==> src/rtl/uart_rx_cmd.sv <==
// 8N1 UART receiver for host keyboard commands: 2-flop synchroniser, mid-bit
// 2-of-3 majority sampling, one-cycle strobes for good bytes and framing errors.
module uart_rx_cmd #(
    parameter int CLK_HZ = 25000000,
    parameter int BAUD   = 115200
) (
    input  logic       clk,
    input  logic       rst,
    input  logic       rx,
    output logic [7:0] dataRX,
    output logic       WR_RX,
    output logic       frame_err,
    output logic       busy
);
    localparam int CLKS_PER_BIT = (CLK_HZ + BAUD / 2) / BAUD;
    localparam int HALF         = CLKS_PER_BIT / 2;
    localparam int CW           = $clog2(CLKS_PER_BIT);

    localparam logic [CW-1:0] CNT_LAST = CW'(CLKS_PER_BIT - 1);
    localparam logic [CW-1:0] CNT_S0   = CW'(HALF - 1);
    localparam logic [CW-1:0] CNT_S1   = CW'(HALF);
    localparam logic [CW-1:0] CNT_DEC  = CW'(HALF + 1);

    typedef enum logic [1:0] {
        IDLE  = 2'd0,
        START = 2'd1,
        DATA  = 2'd2,
        STOP  = 2'd3
    } state_t;

    function automatic logic maj3(input logic a, input logic b, input logic c);
        return (a & b) | (a & c) | (b & c);
    endfunction

    state_t        state_q, state_d;
    logic [CW-1:0] cnt_q, cnt_d;
    logic [2:0]    idx_q, idx_d;
    logic [7:0]    shreg_q, shreg_d;
    logic [1:0]    smp_q, smp_d;
    logic          armed_q, armed_d;
    logic          rx_meta_q, rx_meta_d;
    logic          rx_s_q, rx_s_d;
    logic [1:0]    sync_vld_q, sync_vld_d;
    logic [7:0]    data_q, data_d;
    logic          wr_q, wr_d;
    logic          ferr_q, ferr_d;
    logic          busy_q, busy_d;
    logic          bit_s;

    // Next-state logic for the synchroniser, sampler, FSM and output strobes.
    always_comb begin
        rx_meta_d  = rx;
        rx_s_d     = rx_meta_q;
        // The synchroniser resets high, so its first two outputs after reset are
        // not the line; sync_vld keeps them from arming the start detector.
        sync_vld_d = {sync_vld_q[0], 1'b1};
        state_d    = state_q;
        cnt_d      = cnt_q + CW'(1);
        idx_d      = idx_q;
        shreg_d    = shreg_q;
        armed_d    = 1'b0;
        data_d     = data_q;
        wr_d       = 1'b0;
        ferr_d     = 1'b0;
        bit_s      = maj3(smp_q[1], smp_q[0], rx_s_q);

        if (cnt_q == CNT_S0) begin
            smp_d = {rx_s_q, smp_q[0]};
        end else if (cnt_q == CNT_S1) begin
            smp_d = {smp_q[1], rx_s_q};
        end else begin
            smp_d = smp_q;
        end

        case (state_q)
            IDLE: begin
                cnt_d = '0;
                if (armed_q && !rx_s_q) begin
                    state_d = START;
                end else begin
                    armed_d = armed_q | (rx_s_q & sync_vld_q[1]);
                end
            end
            START: begin
                if ((cnt_q == CNT_DEC) && bit_s) begin
                    state_d = IDLE;
                    cnt_d   = '0;
                end else if (cnt_q == CNT_LAST) begin
                    state_d = DATA;
                    cnt_d   = '0;
                    idx_d   = 3'd0;
                end else begin
                    state_d = START;
                end
            end
            DATA: begin
                if (cnt_q == CNT_DEC) begin
                    shreg_d = {bit_s, shreg_q[7:1]};
                end else if (cnt_q == CNT_LAST) begin
                    cnt_d = '0;
                    if (idx_q == 3'd7) begin
                        state_d = STOP;
                    end else begin
                        idx_d = idx_q + 3'd1;
                    end
                end else begin
                    shreg_d = shreg_q;
                end
            end
            STOP: begin
                // Decide at mid-stop and leave early to absorb a fast sender.
                if (cnt_q == CNT_DEC) begin
                    state_d = IDLE;
                    cnt_d   = '0;
                    if (bit_s) begin
                        data_d = shreg_q;
                        wr_d   = 1'b1;
                    end else begin
                        ferr_d = 1'b1;
                    end
                end else begin
                    state_d = STOP;
                end
            end
            default: begin
                state_d = IDLE;
                cnt_d   = '0;
            end
        endcase

        busy_d = (state_d != IDLE);
    end

    // State and output registers; asynchronous reset aborts any frame in flight.
    always_ff @(posedge clk or posedge rst) begin
        if (rst) begin
            rx_meta_q  <= 1'b1;
            rx_s_q     <= 1'b1;
            sync_vld_q <= 2'b00;
            state_q    <= IDLE;
            cnt_q      <= '0;
            idx_q      <= 3'd0;
            shreg_q    <= 8'h00;
            smp_q      <= 2'b00;
            armed_q    <= 1'b0;
            data_q     <= 8'h00;
            wr_q       <= 1'b0;
            ferr_q     <= 1'b0;
            busy_q     <= 1'b0;
        end else begin
            rx_meta_q  <= rx_meta_d;
            rx_s_q     <= rx_s_d;
            sync_vld_q <= sync_vld_d;
            state_q    <= state_d;
            cnt_q      <= cnt_d;
            idx_q      <= idx_d;
            shreg_q    <= shreg_d;
            smp_q      <= smp_d;
            armed_q    <= armed_d;
            data_q     <= data_d;
            wr_q       <= wr_d;
            ferr_q     <= ferr_d;
            busy_q     <= busy_d;
        end
    end

    assign dataRX    = data_q;
    assign WR_RX     = wr_q;
    assign frame_err = ferr_q;
    assign busy      = busy_q;
endmodule

==> config.mk <==
export PLATFORM = sky130hd
export DESIGN_NAME = uart_rx_cmd
export DESIGN_NICKNAME = d
export VERILOG_FILES = /design/src/rtl/uart_rx_cmd.sv
export SDC_FILE = /design/constraint.sdc
export NUM_CORES = 1
export LEC_CHECK = 0
export BUFFER_PORTS_ARGS = -buffer_cell sky130_fd_sc_hd__buf_2
export CELL_PAD_IN_SITES_DETAIL_PLACEMENT = 0
export CELL_PAD_IN_SITES_GLOBAL_PLACEMENT = 1
export CORE_UTILIZATION = 51
export DETAILED_ROUTE_END_ITERATION = 6
export GPL_TIMING_DRIVEN = 1
export PLACE_DENSITY_LB_ADDON = 0.1
export SYNTH_ARGS = -nofsm -noshare
export SYNTH_HDL_FRONTEND = slang
export SYNTH_SLANG_ARGS = --single-unit
==> constraint.sdc <==
create_clock -name clk -period 4.2 [get_ports clk]
set_input_delay 0.42 -clock clk [delete_from_list [all_inputs] [get_ports clk]]
set_output_delay 0.42 -clock clk [all_outputs]
set_load 0.02 [all_outputs]
==> impl_metrics.tcl, run 1 <==
set metrics [dict create \
    drt_iter0_markers 51 \
    outcome "complete, no violations" \
    rows 20 \
    multi_input_area_um2 693 \
    drc 0 \
    die_y_um 59.9 \
    cts_setup_buffers 0 \
    syn_area_per_cell_um2 12.9 \
    grt_usage 0.173 \
    antenna_found_initial 0 \
    clockBufferDepth 2 \
    max_stage_delay_ns 0.55 \
    port_buffers 13 \
    place_inst 187 \
    critPathMaxFanout 8 \
    cp_data_arrival_time_ns 2.19 \
    synth_commonest_cells "dfrtp_1, mux2_2, nor2_1" \
    grt_pass1_wl_mm 4.42 \
    die_w_um 59.9 \
    reg2reg_from "cnt_q[4]" \
    wl_per_cell_um 13.4 \
    hold_start "rx" \
    drive_above_1_share 0.311 \
    area_growth_pct 9.00 \
    crit_buf_inv 0 \
    htree_levels 2 \
    syn_inst 133 \
    fin_crit_sh 0.468 \
    nets 158 \
    ir_drop_uv 218 \
    grt_pass1_vias 946 \
    place_hpwl_mm 1.86 \
    rr_endpoint "shreg_q[5]" \
    dieArea_um2 3590 \
    whs_path_depth 1 \
    synth-edff-count 0 \
    ant_nets 0 \
    syn_area_um2 1710 \
    synth_top_area_share 0.541 \
    critical_path_depth 4 \
    grt_overflow 0 \
    synthArstFlopShare 1.00 \
    p_leak_nw 0.947 \
    setup_viol 0 \
    min_to "rx_meta_q" \
    yosysTopAreaCell "dfrtp_1" \
    place.gp.congestion 0.754 \
    nFillCells 262 \
    ys_types 37 \
    numCtsBuffers 5 \
    coreArea_um2 3130 \
    fin_util 0.596 \
    synth_area_leaders "dfrtp_1, mux2_2, ha_1" \
    synth_nets 141 \
    clock_skew_ns 0.00502 \
    vias 1031 \
    num_antenna_cells 0 \
    tightest_slew_ns 0.673 \
    ys.flop_type "dfrtp_1" \
    max_freq_mhz 509 \
    cpMaxStageDelayCell "nor2b_1" \
    rsz0062_at_grt "no" \
    critical_path.top_delay_family "simple AND/OR/NAND/NOR gates" \
    dr.pass1.iters 4 \
    clock_sinks 39 \
    final.setup.tns_ns 0 \
    cts_root_buf "clkbuf_4" \
    start_util 0.547 \
    crit_required_ns 4.42 \
    hp-class "in -> reg" \
    cp-start-kind "register" \
    cts_hold_buf 0 \
    finalWirelength_mm 2.62 \
    hold_violations 0 \
    seq_area_um2 978 \
    crit_chain "and4bb_2, nand3_1, nor2b_1, mux2_2" \
    cap_violations 0 \
    postCtsResizedCells 0 \
    relSlewSlack 0.550 \
    io_pins 14 \
    power_density_nw_per_um2 386 \
    crit_type "reg -> reg" \
    fin_crit_ns 1.97 \
    insertion_delay_ns 0.33 \
    grt_start_max_net_pins 40 \
    synth-seq-cells 39 \
    reg2reg_slack_ns 2.23 \
    ys_seq_area_frac 0.572 \
    path_clk_slew_ns 0.10 \
    synth_most_common_cell "dfrtp_1" \
    layout.cells.non_filler 195 \
    end_kind "register" \
    viasPerCell 5.29 \
    maxSlewViolCount 0 \
    worst-r2r-cell-count 4 \
    yosys_warnings 0 \
    cts_tree "done" \
]
-- layout by cell type, fill, tap and decap left out, types with 2 or more instances in the layout --
cell / Yosys / final
dfstp_2: 2 / 2
o21ai_0: 2 / 2
nand2_1: 5 / 5
nor2b_1: 5 / 5
dfrtp_1: 37 / 37
clkbuf_4: 1 / 5
nand3_1: 4 / 4
mux2_2: 18 / 18
a32o_1: 2 / 2
a22o_1: 3 / 3
and3_1: 2 / 2
nor2_1: 13 / 13
inv_1: 4 / 4
clkbuf_1: 1 / 2
a21oi_1: 2 / 2
buf_2: 0 / 13
ha_1: 5 / 5
nand4_1: 2 / 2
nand4b_1: 2 / 2
xor2_1: 5 / 5
-- registers in the layout (all words and copies together), names as in the netlist, 2 cells and up --
| signal | count |
|---|---|
| cnt_q | 8 |
| dataRX | 8 |
| idx_q | 3 |
| shreg_q | 8 |
| smp_q | 2 |
| state_q | 2 |
| sync_vld_q | 2 |
-- final cells by class --
type	instances	share of cell area
clock buffer	7	0.0242
clock inverter	1	0.00268
inverter	4	0.00805
multi-input combinational	86	0.372
sequential	39	0.525
tap	44	0.0295
timing repair buffer	14	0.0389
-- how the worst max path moves through the flow --
stage             start  slack, ns    endpoint
6_report       cnt_q[4]       2.23  shreg_q[5]
5_1_grt        cnt_q[4]       2.11  shreg_q[5]
4_1_cts        cnt_q[4]       2.20  shreg_q[1]
3_5_place_dp   cnt_q[4]       2.22  shreg_q[1]
3_3_place_gp   cnt_q[4]       2.31  shreg_q[3]
2_1_floorplan  cnt_q[0]       2.60    idx_q[1]
-- through the flow --
stage | total power [W] | worst slack [ns] | instance area, um^2 | hold slack [ns]
final | 0.000720 | 2.23 | 1860 | 0.185
after global routing | 0.000769 | 2.11 | 1860 | 0.157
after CTS | 0.000733 | 2.20 | 1860 | 0.169
after detailed placement | 0.000552 | 2.22 | 1810 | 0.341
after global placement | 0.000550 | 2.31 | 1810 | 0.339
after floorplan | 0.000521 | 2.60 | 1710 | 0.331
-- worst reg2reg max path, cell delays in order, from the launching register on --
cell and delay (ns):
dfrtp_1 0.43, and4bb_2 0.36, nand3_1 0.11, nor2b_1 0.55, mux2_2 0.41
-- where the power goes --
group	internal (W)	total, W	leakage (nW)	switching, W
clock network	0.0000653	0.000177	0.0293	0.000111
logic	0.0000412	0.000101	0.396	0.0000603
registers	0.000403	0.000442	0.522	0.0000384
total	0.000510	0.000720	0.947	0.000210
-- kinds of logic (layout without fill, tap and decap cells) --
kind of cell | count (synthesis) | after routing | synth area share
AND/OR/NAND/NOR | 40 | 40 | 0.135
adder cells (fa/ha/maj) | 6 | 6 | 0.0432
XOR/XNOR | 6 | 6 | 0.0307
AO/OA/AOI/OAI | 15 | 15 | 0.0761
other | 1 | 1 | 0.00219
multiplexers | 18 | 18 | 0.119
buffers and inverters | 8 | 26 | 0.0227
flip-flops | 39 | 39 | 0.572
-- layer usage --
metal / GRT usage / vias to the layer above / wire length [um]
met5: 0 / - / 0
met4: 0.0797 / 0 / 33
met3: 0.0519 / 5 / 83
met2: 0.254 / 16 / 1290
met1: 0.235 / 504 / 1220
li1: - / 506 / -
No activity file was read; power rests on OpenSTA's default activity.
==> run 2: changes to the inputs <==
--- a/config.mk
+++ b/config.mk
@@ -5,10 +5,11 @@
 export SDC_FILE = /design/constraint.sdc
 export NUM_CORES = 1
 export LEC_CHECK = 0
+export ABC_AREA = 1
 export BUFFER_PORTS_ARGS = -buffer_cell sky130_fd_sc_hd__buf_2
 export CELL_PAD_IN_SITES_DETAIL_PLACEMENT = 0
 export CELL_PAD_IN_SITES_GLOBAL_PLACEMENT = 1
-export CORE_UTILIZATION = 51
+export CORE_UTILIZATION = 45
 export DETAILED_ROUTE_END_ITERATION = 6
 export GPL_TIMING_DRIVEN = 1
 export PLACE_DENSITY_LB_ADDON = 0.1
==> constraint.sdc (replaced) <==
create_clock -name clk -period 2.1 [get_ports clk]
set_input_delay 0.21 -clock clk [delete_from_list [all_inputs] [get_ports clk]]
set_output_delay 0.21 -clock clk [all_outputs]
set_load 0.02 [all_outputs]
==> run 2 against run 1 <==
Utilization is 4.5 points lower. Flip-flop and latch count unchanged. Register-to-register slack worse by 1.6 ns. Via count increased by 26%. Design area up 11%. Clock-buffer cell count down 1. Sequential power increased by 93%. Global-route usage is 0.23 points lower. Critical endpoint is now idx_q[1].
==> impl_metrics.tcl, run 2 <==
set metrics [dict create \
    synth-edff-count 0 \
    rsz0062_at_grt "no" \
    crit_type "reg -> reg" \
    ir_drop_uv 452 \
    finalWirelength_mm 2.98 \
    fin_crit_ns 1.49 \
    place_area_um2 1950 \
    worst-r2r-cell-count 11 \
    drive_above_1_share 0.216 \
    num_antenna_cells 0 \
    max_freq_mhz 670 \
    nFillCells 343 \
    end_kind "register" \
    hold_violations 0 \
    ys.flop_type "dfrtp_1" \
    cpMaxStageDelayCell "dfrtp_1" \
    ant_nets 0 \
    crit_required_ns 2.27 \
    dr.pass1.iters 4 \
    dieArea_um2 4330 \
    power_density_nw_per_um2 893 \
    path_clk_slew_ns 0.07 \
    maxSlewViolCount 0 \
    die_y_um 65.8 \
    max_stage_delay_ns 0.42 \
    grt_pass1_wl_mm 5.46 \
    port_buffers 13 \
    critPathMaxFanout 4 \
    hp-class "in -> async" \
    syn_area_per_cell_um2 9.07 \
    syn_area_um2 1830 \
    outcome "complete, no violations" \
    synth-seq-cells 39 \
    synth_area_leaders "dfrtp_1, nand2_1, inv_1" \
    grt_pass1_vias 1267 \
    rr_endpoint "idx_q[1]" \
    rows 22 \
    numCtsBuffers 5 \
    layout_common_cells "nand2_1, dfrtp_1, inv_1, buf_2" \
    drc 0 \
    vias 1303 \
    die_w_um 65.8 \
    cp_data_arrival_time_ns 1.66 \
    yosys_warnings 0 \
    synth_nets 210 \
    cts_root_buf "clkbuf_8" \
    cp-endpoint "idx_q[1]" \
    syn_inst 202 \
    grt_usage 0.171 \
    crit_chain "inv_1, ha_1, inv_1, nor2_1, nand2_1, nand2_1, nand2_1, nor2_4, nand2_2, nand2_1, nand2_1" \
    drt_iter0_markers 67 \
    place.gp.congestion 0.733 \
    place_hpwl_mm 2.24 \
    layout_commonest_cell "nand2_1" \
    cp_common_cell "nand2_1" \
    viasPerCell 4.83 \
    crit_path_start "cnt_q[0]" \
    cp-start-kind "register" \
    final.setup.tns_ns 0 \
    clock_sinks 39 \
    synth_top_area_share 0.505 \
    insertion_delay_ns 0.28 \
    area_growth_pct 13.5 \
    cap_violations 0 \
    synthArstFlopShare 1.00 \
    yosysTopAreaCell "dfrtp_1" \
    cts_setup_buffers 0 \
    p_leak_nw 1.04 \
    cts_tree "done" \
    cts_hold_buf 0 \
    antenna_found_initial 0 \
    postCtsResizedCells 0 \
    synth_commonest_cells "nand2_1, dfrtp_1, inv_1" \
    final_area_um2 2080 \
    start_util 0.486 \
    grt_overflow 0 \
    htree_levels 2 \
    nets 229 \
    setup_viol 0 \
    whs_ns 0.0256 \
    ys_types 25 \
    synth_most_common_cell "nand2_1" \
    clock_skew_ns 0.00542 \
    fin_crit_sh 0.711 \
    power.total_w 0.00186 \
    reg2reg_slack_ns 0.61 \
    io_pins 14 \
    reg2reg_from "cnt_q[0]" \
    wl_per_cell_um 11.0 \
    coreArea_um2 3770 \
    ys_seq_area_frac 0.534 \
    grt_start_max_net_pins 40 \
    clockBufferDepth 2 \
]
## run 2: logic make-up after synthesis
| kind of cell | after synthesis | share of synthesized area |
|---|---|---|
| buf+inv | 33 | 0.0738 |
| xor+xnor | 3 | 0.0143 |
| other cells | 1 | 0.00205 |
| compound gates | 29 | 0.0997 |
| fa+ha+maj | 5 | 0.0342 |
| flops | 39 | 0.534 |
| simple gates | 92 | 0.242 |
## run 2: report_power, final
group	total [W]	leakage, nW	switching [W]	internal [W]
sequential	0.000854	0.522	0.0000485	0.000806
clock	0.000710	0.0654	0.000235	0.000475
combinational	0.000292	0.450	0.000191	0.000100
## run 2: stage by stage
stage / util / worst slack, ns / cells
finish: 0.551 / 0.607 / 270
global route: 0.551 / 0.445 / 270
CTS: 0.551 / 0.611 / 270
detailed placement: 0.516 / 0.624 / 262
global placement: 0.516 / 0.652 / 262
floorplan: - / 0.736 / 202
## run 2: cell type report
cell class                      instances  area [um^2]  area share
Tap cell                               48         60.1      0.0289
Inverter                               31          116      0.0560
Clock inverter                          2         60.1      0.0289
Clock buffer                            6         72.6      0.0349
Multi-Input combinational cell        130          718       0.346
Sequential cell                        39          978       0.471
Timing Repair Buffer                   14         72.6      0.0349
## run 2: worst min path at each step
stage,from,cells after the start,to,slack (ns)
3_5_place_dp,rx,1,rx_meta_q,0.32
4_1_cts,rx,1,rx_meta_q,0.02
3_3_place_gp,rx,1,rx_meta_q,0.32
6_report,rst,3,sync_vld_q[0],0.03
2_1_floorplan,rx,0,rx_meta_q,0.21
5_1_grt,rx,1,rx_meta_q,0.02
## run 2: routing by layer
metal | track usage | share of wire
met5 | 0 | 0
met1 | 0.221 | 0.49
met3 | 0.0414 | 0.032
met4 | 0.0652 | 0.0074
met2 | 0.274 | 0.47
## run 2: critical path: cells and delay by family (launching register included)
kind	cells	cell delay, ns
buffers and inverters	2	0.14
adder cells (fa/ha/maj)	1	0.19
flip-flops	1	0.42
AND/OR/NAND/NOR	8	0.65
==> run 3: changes to the inputs <==
==> constraint.sdc (replaced) <==
create_clock -name clk -period 1.4 [get_ports clk]
set_input_delay 0.14 -clock clk [delete_from_list [all_inputs] [get_ports clk]]
set_output_delay 0.14 -clock clk [all_outputs]
set_load 0.02 [all_outputs]
==> run 3 against run 2 <==
The run now ends with negative setup slack left. Highest routed layer unchanged. Register-to-register slack got worse by 0.72 ns. Largest power group unchanged. Critical path type unchanged. Sequential power increased by 50%. Fmax decreased by 1.2%. Via count increased by 11%. Worst setup slack got worse by 0.72 ns.
==> impl_metrics.tcl, run 3 (synthesized netlist as in run 2, its figures left out) <==
set metrics [dict create \
    cp-start-kind "register" \
    seq_area_um2 980 \
    grt_pass1_wl_mm 6.31 \
    ant_nets 0 \
    viasPerCell 4.96 \
    clock_sinks 39 \
    grt_usage 0.200 \
    end_kind "register" \
    rows 22 \
    grt_start_max_net_pins 17 \
    cts_tree "done" \
    layout_common_cells "nand2_1, dfrtp_1, inv_1, buf_4, buf_2" \
    port_buffers 13 \
    p_leak_nw 1.14 \
    hold_violations 0 \
    worst-r2r-cell-count 9 \
    crit_required_ns 1.56 \
    outcome "complete, but fails checks" \
    cap_violations 0 \
    multi_input_area_um2 846 \
    htree_levels 2 \
    clockBufferDepth 2 \
    fin_crit_ns 1.51 \
    setup_viol 29 \
    grt_pass1_vias 1480 \
    fin_crit_sh 1.08 \
    violations "negative setup slack" \
    dr.pass1.iters 4 \
    worst_slack_ns -0.110 \
    start_util 0.486 \
    numCtsBuffers 5 \
    cts_root_buf "clkbuf_8" \
    clock_skew_ns 0.00418 \
    nFillCells 321 \
    grt_overflow 0 \
    cp_data_arrival_time_ns 1.67 \
    max_freq_mhz 662 \
    place_hpwl_mm 2.53 \
    nets 251 \
    crit_type "reg -> reg" \
    area_growth_pct 29.7 \
    rsz0062_at_grt "yes" \
    coreArea_um2 3770 \
    die_w_um 65.8 \
    dieArea_um2 4330 \
    insertion_delay_ns 0.29 \
    place_inst 275 \
    whs_path_depth 0 \
    maxSlewViolCount 0 \
    layout.cells.non_filler 292 \
    place.gp.congestion 0.740 \
    path_clk_slew_ns 0.07 \
    vias 1447 \
    ir_drop_uv 1020 \
    layout_commonest_cell "nand2_1" \
    critPathMaxFanout 5 \
    dp_slack_ns -0.0920 \
    power_density_nw_per_um2 1300 \
    whs_ns 0.354 \
    drc 0 \
    hp-class "reg -> reg" \
    drive_above_1_share 0.361 \
    num_antenna_cells 0 \
    finalWirelength_mm 3.81 \
    wl_per_cell_um 13.0 \
    antenna_found_initial 0 \
    io_pins 14 \
    drt_iter0_markers 90 \
    die_y_um 65.8 \
    power.total_w 0.00308 \
]
-- run 3: cell count changes in the layout (fill, tap and decap cells not counted), moves of 3 or more --
| cell | previous run | this run |
|---|---|---|
| inv_1 | 27 | 22 |
| nand2_2 | 4 | 10 |
| buf_4 | 1 | 16 |
| nand3_4 | 1 | 4 |
| nand2_4 | 1 | 4 |
| o21ai_0 | 12 | 9 |
| nand2_1 | 51 | 43 |
| inv_2 | 4 | 8 |
-- run 3: final cells by class --
type / count / area share
clock inverters: 2 / 0.0253
clock buffers: 6 / 0.0305
multi-input cells: 133 / 0.356
well taps: 48 / 0.0253
flip-flops and latches: 39 / 0.412
repair buffers: 33 / 0.0995
inverters: 31 / 0.0511
-- run 3: final timing paths --
check / from / end / slack (ns)
worst min-delay path: rx_meta_q / rx_s_q / 0.35
max in group asynchronous: rst / sync_vld_q[0] / 0.43
min in group asynchronous: rst / cnt_q[5] / 0.40
worst min register to register: rx_meta_q / rx_s_q / 0.35
worst max-delay path: cnt_q[1] / busy / -0.11
worst max register to register: cnt_q[1] / busy / -0.11
-- run 3: where the power goes --
part           switching (W)  leakage (nW)  total [W]  internal (W)
clock network       0.000367        0.0654    0.00108      0.000712
registers          0.0000699         0.521    0.00128       0.00121
logic               0.000416         0.558   0.000718      0.000302
-- run 3: per-layer routing --
layer	up-vias	wire length [um]	GRT usage	share of wire
li1	718	-	-	-
met1	684	1840	0.250	0.48
met2	31	1750	0.306	0.46
met3	14	123	0.0621	0.032
met4	0	104	0.109	0.027
met5	-	0	0	0
-- run 3: metrics by stage --
step | TNS [ns] | instance area [um^2] | utilization
finish | -1.28 | 2380 | 0.630
global route | -3.27 | 2380 | 0.630
CTS | -0.474 | 2300 | 0.610
detailed placement | -1.24 | 2060 | 0.545
global placement | -0.242 | 2060 | 0.545
floorplan | 0 | 1830 | -
-- run 3: repair_timing --
item,in CTS,in global routing
setup buffers,1,3
gates resized for setup,15,20
pin swaps,6,12
hold buffers,2,0
setup endpoints to repair,21,31
endpoints found under the hold margin,9,0
cloned,3,0
-- run 3: critical path, stage by stage, from the launching register on --
cell     delay [ns]
dfrtp_1        0.39
inv_2          0.11
ha_4           0.14
inv_2          0.04
nor2_4         0.15
nand2_4        0.12
nand2_4        0.10
nand2_2        0.10
nand2_4        0.11
nand4_1        0.11
